`src/rtl/sync_fifo.sv`:
```
// sync_fifo: single-clock show-ahead FIFO with wrap-bit pointers, level flags and sticky error flags.
module sync_fifo #(
  parameter int DATA_SIZE = 16,
  parameter int ADDR_SIZE = 4,
  parameter int AFULL_TH  = (1 << ADDR_SIZE) - 2,
  parameter int AEMPTY_TH = 2
) (
  input  logic                 CLK,
  input  logic                 RST,
  input  logic                 WINC,
  input  logic [DATA_SIZE-1:0] WDATA,
  input  logic                 RINC,
  input  logic                 CLR_ERR,
  output logic [DATA_SIZE-1:0] RDATA,
  output logic                 WFULL,
  output logic                 REMPTY,
  output logic                 WAFULL,
  output logic                 RAEMPTY,
  output logic [ADDR_SIZE:0]   COUNT,
  output logic                 OVF,
  output logic                 UDF
);
  localparam int DEPTH = 1 << ADDR_SIZE;
  logic [DATA_SIZE-1:0] mem [DEPTH];
  logic [ADDR_SIZE:0] wptr, rptr;
  logic we, re;
  // Flags come only from registered pointers; the extra MSB separates full from empty.
  assign REMPTY  = wptr == rptr;
  assign WFULL   = (wptr[ADDR_SIZE] != rptr[ADDR_SIZE]) && (wptr[ADDR_SIZE-1:0] == rptr[ADDR_SIZE-1:0]);
  assign COUNT   = wptr - rptr;
  assign WAFULL  = COUNT >= (ADDR_SIZE+1)'(AFULL_TH);
  assign RAEMPTY = COUNT <= (ADDR_SIZE+1)'(AEMPTY_TH);
  assign RDATA   = mem[rptr[ADDR_SIZE-1:0]];
  assign we      = WINC && !WFULL;
  assign re      = RINC && !REMPTY;
  always_ff @(posedge CLK) begin
    if (we) mem[wptr[ADDR_SIZE-1:0]] <= WDATA;
  end
  always_ff @(posedge CLK or posedge RST) begin
    if (RST) begin
      wptr <= '0;
      rptr <= '0;
      OVF  <= 1'b0;
      UDF  <= 1'b0;
    end else begin
      wptr <= wptr + (ADDR_SIZE+1)'(we);
      rptr <= rptr + (ADDR_SIZE+1)'(re);
      OVF  <= (WINC && WFULL) || (OVF && !CLR_ERR);
      UDF  <= (RINC && REMPTY) || (UDF && !CLR_ERR);
    end
  end
endmodule

```
`config.mk`:
```
export PLATFORM = sky130hd
export DESIGN_NAME = sync_fifo
export DESIGN_NICKNAME = d
export VERILOG_FILES = /design/src/rtl/sync_fifo.sv
export SDC_FILE = /design/constraint.sdc
export NUM_CORES = 1
export LEC_CHECK = 0
export ABC_AREA = 1
export CAP_MARGIN = 0
export CORE_AREA = 2 2 151 153
export DETAILED_ROUTE_END_ITERATION = 16
export DIE_AREA = 0 0 153 155
export PLACE_DENSITY = 0.75
export RECOVER_POWER = 100
export SLEW_MARGIN = 20
export SYNTH_ARGS = -nofsm -noshare
export SYNTH_HDL_FRONTEND = slang
export SYNTH_SLANG_ARGS = --single-unit
```
`constraint.sdc`:
```
create_clock -name CLK -period 2.9 [get_ports CLK]
set_input_delay 0.29 -clock CLK [delete_from_list [all_inputs] [get_ports CLK]]
set_output_delay 0.29 -clock CLK [all_outputs]
set_load 0.02 [all_outputs]
```
==> impl_metrics.env <==
export IMPL_drt_iter0_markers=1028
export IMPL_ys_ff_latch=268
export IMPL_p_int_mw=8.313
export IMPL_cts_sinks=268
export IMPL_clk_latency_ns=0.53
export IMPL_vdd_ir_drop_worst_v=0.001155
export IMPL_seqPwrFrac_pct=35.2
export IMPL_min_period_ns=2.757
export IMPL_required_ns=2.61
export IMPL_synthCells=1193
export IMPL_maxSlewHeadroom_pct=50.22
export IMPL_grt_pass1_vias=7892
export IMPL_r2r_start="rptr[2]"
export IMPL_finalCoreUtilization_pct=60.79
export IMPL_synth_largest_area_cell="edfxtp_1"
export IMPL_synthAdderAreaFrac_pct=1.007
export IMPL_cts_clk_slew_worst_paths_ns=0.06
export IMPL_cts_hold_buf=0
export IMPL_place_ws_ns=0.3751
export IMPL_p_per_area_nw_per_um2=1033
export IMPL_wl_per_cell_um=17.77
export IMPL_regToRegSetupSlack_ns=0.19
export IMPL_status="finished, final reports clean"
export IMPL_period_share_pct=95.07
export IMPL_cts_made_buffers=27
export IMPL_skew_ns=0.01388
export IMPL_io_pins=48
export IMPL_share_comb_of_total_power_pct=41.4
export IMPL_post_cts_buffers=0
export IMPL_first_pass_iters=5
export IMPL_drc=0
export IMPL_grt_max_degree=73
export IMPL_r2r_cells=8
export IMPL_cp_start_kind="register"
export IMPL_tritoncts="built"
export IMPL_p_switching_mw=5.640
export IMPL_yosys_top_cells_area="edfxtp_1 (64%), nand2_1 (12%), inv_1 (8.1%)"
export IMPL_die_area_um2=23720
export IMPL_vias=8092
export IMPL_p_clk_share_pct=23.4
export IMPL_die_h_um=155
export IMPL_sw_frac_of_total_pct=40.42
export IMPL_hold_ws_ns=0.2400
export IMPL_ys_types=21
export IMPL_critPathKind="register to output pin"
export IMPL_viasPerCell=5.164
export IMPL_regArea_um2=7993
export IMPL_synth_compound_area_share_pct=0.1888
export IMPL_syn_num_nets=1223
export IMPL_yosys_area_share_xor_xnor_pct=0.7343
export IMPL_end_kind="output pin"
export IMPL_syn_area_um2=11930
export IMPL_drive_above_1_share_pct=5.616
export IMPL_synth_top_family_by_area="simple AND/OR/NAND/NOR gates"
export IMPL_start_util_pct=53.66
export IMPL_slew_viol_final=0
export IMPL_multiInputGateArea_um2=2685
export IMPL_antenna_found_initial=0
export IMPL_fillCellCount=1835
export IMPL_grt_pass1_wl_um=43990
export IMPL_yosysWarnings=0
export IMPL_diodes=0
export IMPL_max_clock_freq_ghz=0.3627
export IMPL_worstPathMaxFanout=4
export IMPL_cts_buffer_depth=3
export IMPL_root_buffer="clkbuf_16"
export IMPL_track_usage_pct=23.77
export IMPL_design_area_um2=13510
export IMPL_portBuffers=47
export IMPL_setup_ws_ns=0.1429
export IMPL_fin_nets=1292
export IMPL_muxShareOfSynthArea_pct=0
export IMPL_cp_arrival_ns=2.47
export IMPL_coreArea_um2=22230
export IMPL_placed_cell_area_um2=12900
export IMPL_hold_viol=0
export IMPL_syn2layout_area_growth_pct=13.28
export IMPL_cts_htree_levels=1
export IMPL_hpwlAfterDp_um=16890
export IMPL_die_w_um=153
export IMPL_min_path_type="primary input to async pin"
export IMPL_rows=55
export IMPL_gp_congestion=0.7968
export IMPL_synth_top_cell_area_share_pct=64.45
export IMPL_totalWireLength_um=27840
export IMPL_syn_area_per_cell_um2=9.998
export IMPL_max_cap_viol_count=0
export IMPL_cellLeakagePower_nw=6.082
export IMPL_timing_rr_end="mem[2][1]"
export IMPL_synth_yosys_seq_area_share_pct=66.97
export IMPL_yosys_area_share_simple_pct=20.54
export IMPL_grt_ovfl_total=0
export IMPL_finalSetupViolCount=0
export IMPL_worst_pin_slew_ns=0.7443
export IMPL_final_antenna_net_count=0
stage by stage:
step | setup TNS [ns] | std cells | power [mW]
after detailed placement | 0 | 1518 | 11.19
final | 0 | 1567 | 13.95
after global routing | -0.0005786 | 1567 | 14.74
after global placement | 0 | 1518 | 11.10
after floorplan | 0 | 1193 | 8.826
after CTS | 0 | 1567 | 14.42
power groups by stage:
stage / Clock (mW) / Sequential [mW] / Combinational (mW)
6_report: 3.26 / 4.91 / 5.78
5_1_grt: 3.44 / 4.95 / 6.34
4_1_cts: 3.29 / 4.91 / 6.21
3_5_place_dp: 0 / 4.98 / 6.21
3_3_place_gp: 0 / 4.96 / 6.14
2_1_floorplan: 0 / 4.95 / 3.88
final cells by class:
| cell class | count | share of cell area (%) |
|---|---|---|
| clock inverter | 20 | 1.102 |
| clock buffer | 29 | 5.056 |
| multi-input combinational | 616 | 19.87 |
| timing repair buffer | 88 | 4.908 |
| sequential | 268 | 59.15 |
| tap | 285 | 2.639 |
| inverter | 261 | 7.269 |
cell usage in the layout (no fill, tap or decap):
master,instances
nand2_1,397
buf_4,6
o22ai_1,2
dlygate4sd2_1,5
edfxtp_1,256
nor2_1,20
clkdlybuf4s50_1,3
clkinv_2,9
clkbuf_16,27
xnor2_1,3
dlygate4sd3_1,21
xor2_1,7
buf_8,1
buf_12,3
clkbuf_4,1
a21oi_1,2
bufinv_16,2
dfrtp_1,10
clkbuf_1,34
ha_1,8
clkinv_1,9
inv_6,1
clkinvlp_4,2
inv_2,2
dfrtp_4,1
buf_6,1
clkbuf_2,11
nor2_2,3
dfrtp_2,1
inv_1,256
nand3_1,169
dlymetal6s2s_1,3
nand4_1,4
buf_16,1
fa_1,1
logic make-up after synthesis:
| family | count (synthesis) |
|---|---|
| AOI/OAI and AO/OA | 4 |
| xor gates and xnor gates | 10 |
| adders and majority gates | 9 |
| buffers and inverters | 309 |
| DFF | 268 |
| and+or+nand+nor | 593 |
worst max-delay path, cell delays in order, from the launching register on:
cell and delay, ns:
dfrtp_4 0.52, ha_1 0.19, inv_1 0.08, fa_1 0.45, inv_1 0.07, nor2_1 0.04, nor2_1 0.09, nand3_1 0.07
nor2_1 0.10, dlygate4sd2_1 0.34
repair_timing:
action | 4_1_cts | 5_1_grt
gates resized for setup | 10 | 20
pin swaps | 0 | 0
setup endpoints to repair | 20 | 18
gates cloned | 0 | 0
state kept, by name (all words and copies together), names as in the netlist:
| name | cells |
|---|---|
| rptr | 5 |
| mem | 256 |
| UDF | 1 |
| wptr | 5 |
| OVF | 1 |
synth_stat cells (all sizes together):
cell    number
clkinv       2
o22ai        2
inv        259
nand4        4
edfxtp     256
dfrtp       12
clkbuf       2
xnor2        3
a21oi        2
nor2        23
ha           8
fa           1
xor2         7
buf         46
nand3      169
nand2      397
metal layers:
layer / global-route usage [%] / vias to the layer above / share of wire, %
li1: - / 3894 / -
met1: 33.01 / 3833 / 42
met3: 2.897 / 48 / 6.6
met5: 0 / - / 0
met2: 39.93 / 317 / 49
met4: 7.099 / 0 / 2.3
how the worst max path moves through the flow:
stage	startpoint	endpoint	slack, ns	cells after the start
after global placement	rptr[0]	RAEMPTY	0.39	9
after floorplan	rptr[2]	mem[10][0]	0.17	9
after CTS	rptr[0]	RDATA[4]	0.009	9
after detailed placement	rptr[0]	RDATA[4]	0.38	8
after global routing	wptr[0]	RAEMPTY	-0.0006	9
final	rptr[0]	RAEMPTY	0.14	9
Power figures use the tool's default switching activity.
